===== config.mk =====
export PLATFORM = sky130hd
export DESIGN_NAME = serial_multiplier
export DESIGN_NICKNAME = d
export VERILOG_FILES = /design/src/rtl/serial_mult_pkg.sv /design/src/rtl/serial_mult_datapath.sv /design/src/rtl/serial_multiplier.sv
export SDC_FILE = /design/constraint.sdc
export NUM_CORES = 1
export LEC_CHECK = 0
export BUFFER_PORTS_ARGS = -buffer_cell sky130_fd_sc_hd__clkbuf_2
export CAP_MARGIN = 10
export CORE_MARGIN = 4
export CORE_UTILIZATION = 56
export CTS_CLUSTER_DIAMETER = 80
export DETAILED_ROUTE_END_ITERATION = 16
export GPL_TIMING_DRIVEN = 0
export PLACE_DENSITY = 0.78
export SLEW_MARGIN = 5
export SYNTH_ARGS = -nofsm -noshare
export SYNTH_HDL_FRONTEND = slang
export SYNTH_HIERARCHICAL = 1
export SYNTH_SLANG_ARGS = --single-unit

===== constraint.sdc =====
create_clock -name clk -period 3.3 [get_ports clk]
set_input_delay 0.165 -clock clk [delete_from_list [all_inputs] [get_ports clk]]
set_output_delay 0.165 -clock clk [all_outputs]
set_load 0.01 [all_outputs]

===== src/rtl/serial_mult_pkg.sv =====
// serial_mult_pkg: shared state encoding, default width and product-width helper for the serial multiplier.
package serial_mult_pkg;

    typedef enum logic [1:0] {IDLE, CALC, DONE} state_t;

    localparam int DEFAULT_WIDTH = 4;

    function automatic int prod_width(input int width);
        return 2 * width - 1;
    endfunction

endpackage


===== src/rtl/serial_mult_datapath.sv =====
// serial_mult_datapath: shift-add accumulator over operand magnitudes, one multiplier bit per step, LSB first.
module serial_mult_datapath #(
    parameter int WIDTH = 4
) (
    input  logic               clk,
    input  logic               rst,
    input  logic               i_load,
    input  logic               i_step,
    input  logic [WIDTH-2:0]   i_a_mag,
    input  logic [WIDTH-2:0]   i_b_mag,
    output logic [2*WIDTH-3:0] o_sum,
    output logic               o_last,
    output logic               o_zero
);

    localparam int CW = $clog2(WIDTH);
    localparam int MW = 2 * WIDTH - 2;

    logic [WIDTH-2:0] r_a;
    logic [WIDTH-2:0] r_b;
    logic [MW-1:0]    r_acc;
    logic [CW-1:0]    r_cnt;
    logic [WIDTH-2:0] w_b_sh;
    logic [MW-1:0]    w_addend;

    // o_sum already includes the current step, so the last step's result is usable without an extra cycle
    always_comb begin
        w_b_sh   = r_b >> r_cnt;
        w_addend = w_b_sh[0] ? (MW'(r_a) << r_cnt) : '0;
        o_sum    = r_acc + w_addend;
        o_last   = r_cnt == CW'(WIDTH - 2);
        o_zero   = ~|r_a | ~|r_b;
    end

    always_ff @(posedge clk or posedge rst) begin
        if (rst) begin
            r_a   <= '0;
            r_b   <= '0;
            r_acc <= '0;
            r_cnt <= '0;
        end else if (i_load) begin
            r_a   <= i_a_mag;
            r_b   <= i_b_mag;
            r_acc <= '0;
            r_cnt <= '0;
        end else if (i_step) begin
            r_acc <= o_sum;
            r_cnt <= r_cnt + 1'b1;
        end
    end

endmodule


===== src/rtl/serial_multiplier.sv =====
// serial_multiplier: sign-magnitude shift-add multiplier, IDLE/CALC/DONE control and sign handling.
// SERIAL_MULT_ZERO_SKIP_EN: finish after the first CALC cycle when a captured magnitude is zero.
module serial_multiplier
    import serial_mult_pkg::*;
#(
    parameter int WIDTH = DEFAULT_WIDTH
) (
    input  logic                         clk,
    input  logic                         rst,
    input  logic                         start,
    input  logic [WIDTH-1:0]             A,
    input  logic [WIDTH-1:0]             B,
    output logic [prod_width(WIDTH)-1:0] P,
    output logic                         busy,
    output logic                         done
);

    localparam int MW = 2 * WIDTH - 2;
`ifdef SERIAL_MULT_ZERO_SKIP_EN
    localparam bit ZERO_SKIP = 1'b1;
`else
    localparam bit ZERO_SKIP = 1'b0;
`endif

    state_t        r_state;
    state_t        w_next;
    logic          r_sa;
    logic          r_sb;
    logic [MW-1:0] w_sum;
    logic          w_last;
    logic          w_zero;
    logic          w_accept;
    logic          w_finish;

    assign w_accept = r_state == IDLE && start;
    assign w_finish = r_state == CALC && (w_last || (ZERO_SKIP && w_zero));

    serial_mult_datapath #(.WIDTH(WIDTH)) u_dp (
        .clk     (clk),
        .rst     (rst),
        .i_load  (w_accept),
        .i_step  (r_state == CALC),
        .i_a_mag (A[WIDTH-2:0]),
        .i_b_mag (B[WIDTH-2:0]),
        .o_sum   (w_sum),
        .o_last  (w_last),
        .o_zero  (w_zero)
    );

    always_ff @(posedge clk or posedge rst) begin
        if (rst) r_state <= IDLE;
        else     r_state <= w_next;
    end

    always_comb begin
        w_next = r_state == IDLE ? (start ? CALC : IDLE) :
                 r_state == CALC ? (w_finish ? DONE : CALC) : IDLE;
    end

    always_comb begin
        busy = r_state != IDLE;
        done = r_state == DONE;
    end

    // Sign is suppressed for a zero magnitude so negative-zero operands never yield negative zero
    always_ff @(posedge clk or posedge rst) begin
        if (rst) begin
            r_sa <= 1'b0;
            r_sb <= 1'b0;
            P    <= '0;
        end else begin
            if (w_accept) begin
                r_sa <= A[WIDTH-1];
                r_sb <= B[WIDTH-1];
            end
            if (w_finish) P <= {(r_sa ^ r_sb) & |w_sum, w_sum};
        end
    end

endmodule


======== Yosys cells after proc, flatten, opt, wreduce, memory -nomap -nowiden ========
Cells that the tools add are included.
word-level totals
  register bits ........................... 25
  output and inout port bits .............. 9
  bits of input ports ..................... 11
operators by class
  reduce and logical (&&, ||, !) cells .... 6
  equal/unequal tests ..................... 3
  shift-type cells ........................ 2
  multiplexer cells ....................... 9
  add/subtract/negate cells ............... 2
  bitwise operators ....................... 2
operators with widths
  cell                                                              number
  6-bit two-way mux                                                 3
  2-bit two-way mux                                                 5
  6-bit adder                                                       1
  6-bit OR reduction                                                1
  3-bit by 2-bit << shifter with 6-bit output                       1
  2-bit == test (second input constant)                             2
  2-bit nonzero test                                                2
  3-bit by 2-bit >> shifter with 1-bit output                       1
  2-bit by 1-bit adder with 2-bit output (second input constant)    1
  2-bit by 1-bit == test with 1-bit output (second input constant)  1
  1-bit logical AND                                                 2
  2-bit logical NOT                                                 1
  1-bit bitwise AND                                                 1
  1-bit two-way mux                                                 1
  1-bit XOR                                                         1

======== Longest topological paths before layout ========
Gate-level depths: netlist (run 1).
  depth in word-level cells ............... 5
  depth in mapped cells ................... 11

======== Modules after synthesis ========
The synthesis (run 1) kept the hierarchy.
modules (own cells, without submodules)
  module                area each (um2)  sequential area each (um2)  cells each  instances
  serial_mult_datapath  997.2            350.3                       105         1
  serial_multiplier     465.4            275.3                       34          1

======== Least setup slack after synthesis (run 1) ========
Ideal clock, no wire load.
  kind .................................... flip-flop to flip-flop
  start point ............................. register u_dp.r_cnt[1]
  end point ............................... register P[6]
  setup slack ............................. 473 ps
  library setup time ...................... 127 ps
  clock period less this slack ............ 2827 ps
  arrival ................................. 2701 ps
  cell stages (with the launch flop) ...... 12
  path through ............................ dfrtp_1 buf_2 mux2_1 a22oi_1 a21oi_1 ha_1 or2_2 a21oi_1 nor2_1 or4_4 o31ai_2 o21ai_1
on the way
  longest elaborated chain between the ends .. 5
  elaborated cells on any way between the ends .. 8
ends and longest elaborated chain
  element                                                                                                            RTL line                                                text
  start, declared                                                                                                    serial_mult_datapath.sv:22                              logic [CW-1:0] r_cnt;
  start signal, assigned                                                                                             serial_mult_datapath.sv:48                              r_cnt <= r_cnt + 1'b1;
  3-bit by 2-bit << shifter with 6-bit output / 3-bit by 2-bit >> shifter with 1-bit output (equally long branches)  serial_mult_datapath.sv:29, serial_mult_datapath.sv:28
  6-bit two-way mux (*)                                                                                              serial_mult_datapath.sv:29                              w_addend = w_b_sh[0] ? (MW'(r_a) << r_cnt) : '0;
  6-bit adder (*)                                                                                                    serial_mult_datapath.sv:30                              o_sum = r_acc + w_addend;
  net w_sum[3]                                                                                                       serial_multiplier.sv:29                                 logic [MW-1:0] w_sum;
  6-bit OR reduction (*)                                                                                             serial_multiplier.sv:76                                 if (w_finish) P <= {(r_sa ^ r_sb) & |w_sum, w_sum};
  1-bit bitwise AND (*)                                                                                              serial_multiplier.sv:76
  end signal, assigned                                                                                               serial_multiplier.sv:76
  end, declared                                                                                                      serial_multiplier.sv:13                                 output logic [prod_width(WIDTH)-1:0] P,
Mark *: on every way through the listed nets, which the timed path passes. The rest lies on a longest branch.
A chain may end at the register's enable or synchronous reset.

======== Final worst setup path (run 1) ========
Ends and elaborated chain as after synthesis.

==> results of run 1 <==
layout make-up:
cell class / instances / area (sq um) / share of cell area, %
clock buffers: 4 / 26.3 / 1.62
inverters: 11 / 41.3 / 2.54
plain buffers: 4 / 26.3 / 1.62
well taps: 30 / 37.5 / 2.31
multi-input cells: 97 / 761 / 46.9
flip-flops and latches: 25 / 626 / 38.6
repair buffers: 20 / 105 / 6.48
worst paths after layout:
check / start / to / slack (ns)
min reg2reg: r_state[1]$_DFF_PP0_ / r_state[0]$_DFF_PP0_ / 0.51
max in group asynchronous: rst / u_dp/r_a[0]$_DFFE_PP0P_ / 2.51
max reg2reg: u_dp/r_cnt[1]$_DFFE_PP0P_ / P[6]$_DFFE_PP0P_ / 0.24
min: B[2] / u_dp/r_b[2]$_DFFE_PP0P_ / 0.05
max: u_dp/r_cnt[1]$_DFFE_PP0P_ / P[6]$_DFFE_PP0P_ / 0.24
min in group asynchronous: rst / P[2]$_DFFE_PP0P_ / 0.40
power by group through the flow:
stage,Clock [W],Combinational (W),Sequential (W)
after floorplan,0,0.000661,0.000548
after global placement,0,0.000834,0.000545
after detailed placement,0,0.000873,0.000558
after CTS,0.000141,0.000880,0.000550
after global routing,0.000154,0.000983,0.000568
final,0.000137,0.000883,0.000552
stage by stage:
stage	worst slack (ns)	instance area, sq um	hold WS [ns]	util, %
after floorplan	0.473	1450	0.0174	-
after global placement	0.307	1580	0.155	63.8
after detailed placement	0.240	1580	0.176	63.8
after CTS	0.220	1620	0.0468	65.3
after global routing	0.00934	1620	0.0546	65.5
final	0.243	1620	0.0537	65.5
worst max-delay path, delay by kind of cell, from the launching register on:
family	cells	cell delay, ns
AOI/OAI and AO/OA	5	0.76
muxes	1	0.36
DFF	1	0.37
adders and majority gates	1	0.34
and+or+nand+nor	3	0.94
buffers and inverters	1	0.19
flip-flops by register name, indices dropped and copies added (netlist names):
| register | count |
|---|---|
| P | 7 |
| r_state | 2 |
| u_dp/r_a | 3 |
| r_sa | 1 |
| u_dp/r_b | 3 |
| u_dp/r_cnt | 2 |
| u_dp/r_acc | 6 |
| r_sb | 1 |
metal layers:
metal | vias to the layer above | wire (um) | global-route usage [%]
met5 | - | 0 | 0
met4 | 0 | 19 | 7.77
met2 | 22 | 1530 | 35.3
met1 | 570 | 1260 | 22.3
met3 | 2 | 123 | 2.41
li1 | 537 | - | -
what timing repair did:
| action | in CTS | in global routing |
|---|---|---|
| hold buffers | 1 | 0 |
| hold endpoints to repair | 25 | 0 |
| setup endpoints to repair | 0 | 1 |
| gates resized for setup | 0 | 1 |
==> impl_metrics.ini, run 1 <==
[sta]
rsz0062_at_grt = false
fmax_ghz = 0.327
timing.setup.tns_ns = 0
final.setup_skew_ns = 0.00387
tightest_slew_ns = 0.524
maxSlewViolCount = 0
fin_crit_sh_pct = 92.6
period_needed_ns = 3.06
setup_violations = 0
report.final.hold_viol_count = 0
relSlewSlack_pct = 65.0

[routing]
ant_nets = 0
avgViaCountPerCell = 5.92
first_iter_violations = 49
drcViolationCount = 0
dr_total_vias = 1131
drt_pass1_iterations = 4
wl_per_cell_um = 15.4
drt_wl_total_mm = 2.94

[pwr]
p_int_w = 0.000905
powerDensity_nw_per_um2 = 969
leakagePower_nw = 0.781
switchingPower_w = 0.000667
sw_frac_of_total_pct = 42.4
seq_power_share_pct = 35.1
finalPower_w = 0.00157
irDropWorstVdd_mv = 0.626
p_comb_share_pct = 56.2
power.clock.fraction_pct = 8.7

[place]
port_buffers = 19
dp_hpwl_mm = 2.29
dp_cells = 186
gp_congestion = 0.870

[floorplan]
core_area_sq_um = 2480
row_count = 18
dieArea_sq_um = 3470
dieHeight_um = 58.9
initial_utilization_pct = 58.5
io-pin-count = 20
die_w_um = 58.9

[global_routing]
first_global_vias = 1162
grt_start_max_net_pins = 15
antenna_found_initial = 0
overflow = 0
grt_pass1_wl_mm = 5.02
track_usage_pct = 19.2

[synth]
syn_nets = 155
synth_area_sq_um = 1450
synth_cells = 137
synth_warnings = 6
avgSynthCellArea_sq_um = 10.6

[layout]
fin_nets = 180
antenna_cells = 0
final_common_cell = dfrtp_1
layout.cells.non_filler = 191
layout_common_cells = dfrtp_1, clkbuf_2, mux2_2, nor2_1, inv_1
fillCellCount = 213
layout-drive-gt1-share_pct = 30.4
area_delta_synth_final_pct = 12.0

[worst_setup_path]
startpoint_type = flip-flop
worstPathMaxFanout = 8
critical_path_class = reg -> reg
path_cells = buf_2, mux2_1, a22oi_2, a21oi_1, ha_1, or2_2, a21oi_1, nor2_1, or4_4, o31ai_2, o21ai_1
cpMostUsedCell = a21oi_1
critPathMaxStageDelay_ns = 0.54
required_ns = 3.51
slowest_stage = or4_4
cp.arrival_ns = 3.27
ff2ff_path_depth = 11
end_kind = flip-flop

[job]
maxCapViolCount = 0

[hold_path]
holdPathStages = 2
hold_class = in -> reg

[cts]
cts_buffers = 3
clk_latency_ns = 0.31
root_buffer = clkbuf_4
clockBufferDepth = 2
cts_setup_buffers = 0
cts_tree = yes
htree_levels = 1
clkTransAtPathRegs_ns = 0.13
cts_num_sinks = 25

[run_status]
outcome = completed
Note: power is estimated with default switching activity, not from simulation.
==> run 2: changes to the inputs <==
--- a/config.mk
+++ b/config.mk
@@ -5,14 +5,15 @@
 export SDC_FILE = /design/constraint.sdc
 export NUM_CORES = 1
 export LEC_CHECK = 0
+export ABC_AREA = 1
 export BUFFER_PORTS_ARGS = -buffer_cell sky130_fd_sc_hd__clkbuf_2
 export CAP_MARGIN = 10
 export CORE_MARGIN = 4
-export CORE_UTILIZATION = 56
+export CORE_UTILIZATION = 55
 export CTS_CLUSTER_DIAMETER = 80
 export DETAILED_ROUTE_END_ITERATION = 16
 export GPL_TIMING_DRIVEN = 0
-export PLACE_DENSITY = 0.78
+export PLACE_DENSITY = 0.77
 export SLEW_MARGIN = 5
 export SYNTH_ARGS = -nofsm -noshare
 export SYNTH_HDL_FRONTEND = slang
==> run 2 against run 1 <==
Against the previous run: via count down 4.9%; register-to-register slack better by 0.65 ns; setup slack better by 0.65 ns; critical path type unchanged; highest routed layer unchanged.
==> impl_metrics.ini, run 2 <==
[layout]
area_delta_synth_final_pct = 12.3
layout-drive-gt1-share_pct = 18.6
multi_input_area_sq_um = 611
antenna_cells = 0
regMostFlops = P
layout_common_cells = nand2_1, dfrtp_1, inv_1
fillCellCount = 196
reg_top3 = P x7, u_dp/r_acc x6
fin_nets = 207
seqCellArea_sq_um = 626
largest_reg_flops = 7
final_common_cell = nand2_1

[worst_setup_path]
startpoint_type = flip-flop
end_kind = flip-flop
worstPathMaxFanout = 7
r2r_setup_slack_ns = 0.89
timing.rr.start = u_dp/r_cnt[1]$_DFFE_PP0P_
cp.arrival_ns = 2.68
critical_path_class = reg -> reg
slowest_stage = dfrtp_1
cpMostUsedCell = nand2_1
ff2ff_path_depth = 14
required_ns = 3.58
critPathMaxStageDelay_ns = 0.49
critPathCapture = P[6]$_DFFE_PP0P_
regToRegEndpoint = P[6]$_DFFE_PP0P_
path_cells = a21oi_1, o21ai_1, nor3_1, ha_1, inv_1, fa_1, inv_1, nand3_1, nand2_1, xor2_2, nor2_1, nand3_1, nand2_1, nand2_1
critPathLaunch = u_dp/r_cnt[1]$_DFFE_PP0P_

[sta]
rsz0062_at_grt = false
period_needed_ns = 2.41
timing.setup.tns_ns = 0
maxSlewViolCount = 0
final.setup_skew_ns = 0.00738
holdWs_ns = 0.0399
relSlewSlack_pct = 62.5
setup_violations = 0
report.final.hold_viol_count = 0
fin_crit_sh_pct = 72.9
fmax_ghz = 0.416
tightest_slew_ns = 0.562
worst_slack_ns = 0.894

[floorplan]
dieArea_sq_um = 3320
core_area_sq_um = 2280
row_count = 17
die_w_um = 57.6
initial_utilization_pct = 59.5
dieHeight_um = 57.6
io-pin-count = 20

[cts]
clkTransAtPathRegs_ns = 0.13
cts_buffers = 3
htree_levels = 1
clk_latency_ns = 0.33
cts_num_sinks = 25
root_buffer = clkbuf_4
cts_setup_buffers = 0
cts_tree = yes
clockBufferDepth = 2

[place]
port_buffers = 19
gp_congestion = 0.845
dp_slack_ns = 0.921
dp_hpwl_mm = 2.09

[synth]
avgSynthCellArea_sq_um = 8.25
synth_warnings = 6
synth_cells = 164
synth_area_sq_um = 1350
syn_nets = 182

[global_routing]
grt_pass1_wl_mm = 4.82
grt_start_max_net_pins = 15
track_usage_pct = 18.8
overflow = 0
first_global_vias = 1092
antenna_found_initial = 0

[routing]
drt_pass1_iterations = 4
ant_nets = 0
avgViaCountPerCell = 4.98
drt_wl_total_mm = 2.72
wl_per_cell_um = 12.6
first_iter_violations = 42
dr_total_vias = 1076
drcViolationCount = 0

[pwr]
leakagePower_nw = 0.869
irDropWorstVdd_mv = 0.517
powerDensity_nw_per_um2 = 914

[job]
maxCapViolCount = 0

[run_status]
outcome = completed

[hold_path]
hold_class = in -> reg
==> run 2: cell count changes in the layout (fill, tap and decap cells not counted), sizes merged, moves of 3 or more <==
cell,delta
a211oi,-4
o21ai,+11
mux2,-14
nor2,-4
inv,+16
nor2b,-5
buf,-3
nand2,+45
nand3,+6
==> run 2: how the worst min path moves through the flow <==
| stage | start | endpoint | slack [ns] | cells past startpoint |
|---|---|---|---|---|
| floorplan | rst | P[0]$_DFFE_PP0P_ | 0.02 | 1 |
| CTS | B[1] | u_dp/r_b[1]$_DFFE_PP0P_ | 0.03 | 3 |
| detailed placement | rst | P[3]$_DFFE_PP0P_ | 0.17 | 2 |
| finish | B[1] | u_dp/r_b[1]$_DFFE_PP0P_ | 0.04 | 3 |
| global placement | rst | P[5]$_DFFE_PP0P_ | 0.15 | 2 |
| global route | A[2] | u_dp/r_a[2]$_DFFE_PP0P_ | 0.05 | 3 |
==> run 2: timing repair <==
item / 4_1_cts / 5_1_grt
endpoints found under the hold margin: 25 / 0
hold buffers: 1 / 0
resized for setup: 0 / 0
==> run 2: where the power goes <==
group          switching (W)  internal, W
combinational       0.000463     0.000274
clock              0.0000908    0.0000475
sequential         0.0000843     0.000430
total               0.000638     0.000751
==> run 2: layer usage <==
metal	GRT usage, %	vias up	share of wire [%]
li1	-	562	-
met1	24.0	491	46
met2	30.8	18	48
met3	3.56	5	4.1
met4	8.61	0	2.0
met5	0	-	0
==> run 2: worst max-delay path, delay by kind of cell (launching register included) <==
kind	cells	cell delay, ns
AND/OR/NAND/NOR	7	0.63
adder cells (fa/ha/maj)	2	0.62
XOR/XNOR	1	0.21
buffers and inverters	2	0.13
AO/OA/AOI/OAI	2	0.27
flip-flops	1	0.49
==> run 2: cell type report <==
| type | count | share of cell area [%] |
|---|---|---|
| sequential | 25 | 41.2 |
| timing repair buffer | 20 | 6.91 |
| multi-input combinational | 109 | 40.2 |
| buffer | 1 | 0.494 |
| tap | 28 | 2.30 |
| inverter | 29 | 7.24 |
| clock buffer | 4 | 1.73 |
==> run 2: per-stage QoR <==
step	std cells	instance area, sq um	util (%)	total power [W]
2_1_floorplan	164	1350	-	0.00106
3_5_place_dp	211	1480	65.2	0.00125
4_1_cts	216	1520	66.8	0.00140
3_3_place_gp	211	1480	65.2	0.00121
5_1_grt	216	1520	66.8	0.00153
6_report	216	1520	66.8	0.00139
==> run 3: changes to the inputs <==
--- a/config.mk
+++ b/config.mk
@@ -9,11 +9,11 @@
 export BUFFER_PORTS_ARGS = -buffer_cell sky130_fd_sc_hd__clkbuf_2
 export CAP_MARGIN = 10
 export CORE_MARGIN = 4
-export CORE_UTILIZATION = 55
+export CORE_UTILIZATION = 50
 export CTS_CLUSTER_DIAMETER = 80
 export DETAILED_ROUTE_END_ITERATION = 16
 export GPL_TIMING_DRIVEN = 0
-export PLACE_DENSITY = 0.77
+export PLACE_DENSITY = 0.74
 export SLEW_MARGIN = 5
 export SYNTH_ARGS = -nofsm -noshare
 export SYNTH_HDL_FRONTEND = slang
==> constraint.sdc (replaced) <==
create_clock -name clk -period 2 [get_ports clk]
set_input_delay 0.1 -clock clk [delete_from_list [all_inputs] [get_ports clk]]
set_output_delay 0.1 -clock clk [all_outputs]
set_load 0.01 [all_outputs]
==> run 3 against run 2 <==
Against the previous run: the flow now finishes with violations (setup timing); worst hold slack worse by 0.030 ns; cell count increased by 8.8%; critical endpoint unchanged; largest power group unchanged; final area up 21%; combinational power increased by 150%; first-iteration DRC count down 7.1%.
==> impl_metrics.ini, run 3 (synthesis gave the netlist of run 2 again) <==
[cts]
clk_latency_ns = 0.33
cts_buffers = 3
clockBufferDepth = 2
root_buffer = clkbuf_4
cts_tree = yes
cts_num_sinks = 25
htree_levels = 1
clkTransAtPathRegs_ns = 0.15

[place]
port_buffers = 19
dp_cells = 213
dp_hpwl_mm = 2.09
gp_congestion = 0.769
placedInstanceArea_sq_um = 1490

[layout]
antenna_cells = 0
layout-drive-gt1-share_pct = 37.6
regMostFlops = P
final_area_sq_um = 1830
final_common_cell = nand2_1
layout.cells.non_filler = 235
postLayoutCoreUtil_pct = 72.7
area_delta_synth_final_pct = 35.5
reg_top3 = P x7, u_dp/r_acc x6
fin_nets = 224
largest_reg_flops = 7
layout_common_cells = nand2_1, dfrtp_1, clkbuf_2

[floorplan]
initial_utilization_pct = 53.7
core_area_sq_um = 2520
row_count = 18
io-pin-count = 20
dieArea_sq_um = 3600
dieHeight_um = 60.0
die_w_um = 60.0

[routing]
wl_per_cell_um = 13.1
ant_nets = 0
avgViaCountPerCell = 4.99
first_iter_violations = 39
drt_wl_total_mm = 3.08
drt_pass1_iterations = 4
dr_total_vias = 1173
drcViolationCount = 0

[sta]
maxSlewViolCount = 0
worst_slack_ns = -0.310
final.setup_skew_ns = 0.0134
rsz0062_at_grt = true
relSlewSlack_pct = 61.1
report.final.hold_viol_count = 0
period_needed_ns = 2.31
timing.setup.tns_ns = -0.965
setup_violations = 5
fmax_ghz = 0.433
tightest_slew_ns = 0.583
fin_crit_sh_pct = 116

[worst_setup_path]
startpoint_type = flip-flop
end_kind = flip-flop
critical_path_class = reg -> reg
cp.arrival_ns = 2.56
worstPathMaxFanout = 4
required_ns = 2.25

[run_status]
outcome = finished, violations left
failed_checks = setup timing

[global_routing]
grt_pass1_wl_mm = 4.95
first_global_vias = 1178
antenna_found_initial = 0
overflow = 0
grt_start_max_net_pins = 16
track_usage_pct = 18.1

[pwr]
leakagePower_nw = 0.960
finalPower_w = 0.00291
irDropWorstVdd_mv = 1.01
powerDensity_nw_per_um2 = 1590

[job]
maxCapViolCount = 0

[hold_path]
hold_class = in -> reg
-- run 3: changes by cell type in the layout (fill, tap and decap cells not counted), moves of 3 or more --
cell / delta
buf_4: +9
dlygate4sd3_1: +7
ha_1: -3
inv_1: -6
inv_2: +5
nand2_1: -4
nand2_2: +3
nand3_1: -3
nand3_2: +3
-- run 3: critical path, stage by stage (launching register included) --
cell and delay, ns:
dfrtp_2 0.48, a21oi_4 0.18, o21ai_4 0.09, nor3_2 0.21, ha_2 0.22, inv_2 0.04
fa_2 0.36, inv_2 0.06, nand3_2 0.07, nand2_4 0.09, xor2_4 0.08, nor2_2 0.14
nand3_2 0.10, nand2_1 0.06, nand2_1 0.05
-- run 3: repair_timing --
action,4_1_cts,5_1_grt
pin swaps,2,15
resized for setup,8,29
hold endpoints to repair,32,0
hold buffers,8,0
buffers inserted,5,5
setup endpoints to repair,8,10
-- run 3: final timing paths --
kind	startpoint	to	slack, ns	depth (start not counted)
setup / recovery	u_dp/r_cnt[0]$_DFFE_PP0P_	P[6]$_DFFE_PP0P_	-0.31	14
hold / removal	A[1]	u_dp/r_a[1]$_DFFE_PP0P_	0.01	3
setup reg to reg	u_dp/r_cnt[0]$_DFFE_PP0P_	P[6]$_DFFE_PP0P_	-0.31	14
hold reg to reg	P[3]$_DFFE_PP0P_	P[3]$_DFFE_PP0P_	0.50	2
max in group asynchronous	rst	u_dp/r_cnt[0]$_DFFE_PP0P_	1.20	3
min in group asynchronous	rst	r_state[1]$_DFF_PP0_	0.31	3
-- run 3: power by group --
| group | internal (W) | total, W | switching, W |
|---|---|---|---|
| clock | 0.0000766 | 0.000242 | 0.000165 |
| sequential | 0.000713 | 0.000859 | 0.000146 |
| combinational | 0.000816 | 0.00181 | 0.000996 |
| total | 0.00161 | 0.00291 | 0.00131 |
-- run 3: per-stage QoR --
step                      hold slack (ns)  worst slack (ns)
final                              0.0101            -0.310
after global placement             0.0886            -0.351
after global routing             -0.00229            -0.474
after floorplan                   -0.0476           -0.0529
after detailed placement            0.108            -0.469
after CTS                         0.00165            -0.320
-- run 3: final cells by class --
| class | instances | area (sq um) |
|---|---|---|
| Clock inverter | 1 | 7.51 |
| Timing Repair Buffer | 37 | 263 |
| Inverter | 29 | 113 |
| Fill cell | 195 | 688 |
| Multi-Input combinational cell | 109 | 756 |
| Sequential cell | 25 | 628 |
| Clock buffer | 3 | 22.5 |
| Buffer | 1 | 7.51 |
| Tap cell | 30 | 37.5 |
-- run 3: per-layer routing --
layer / share of wire (%) / GRT usage (%) / up-vias
li1: - / - / 595
met1: 44 / 22.6 / 552
met2: 51 / 31.9 / 20
met3: 3.0 / 1.94 / 6
met4: 1.8 / 6.65 / 0
met5: 0 / 0 / -
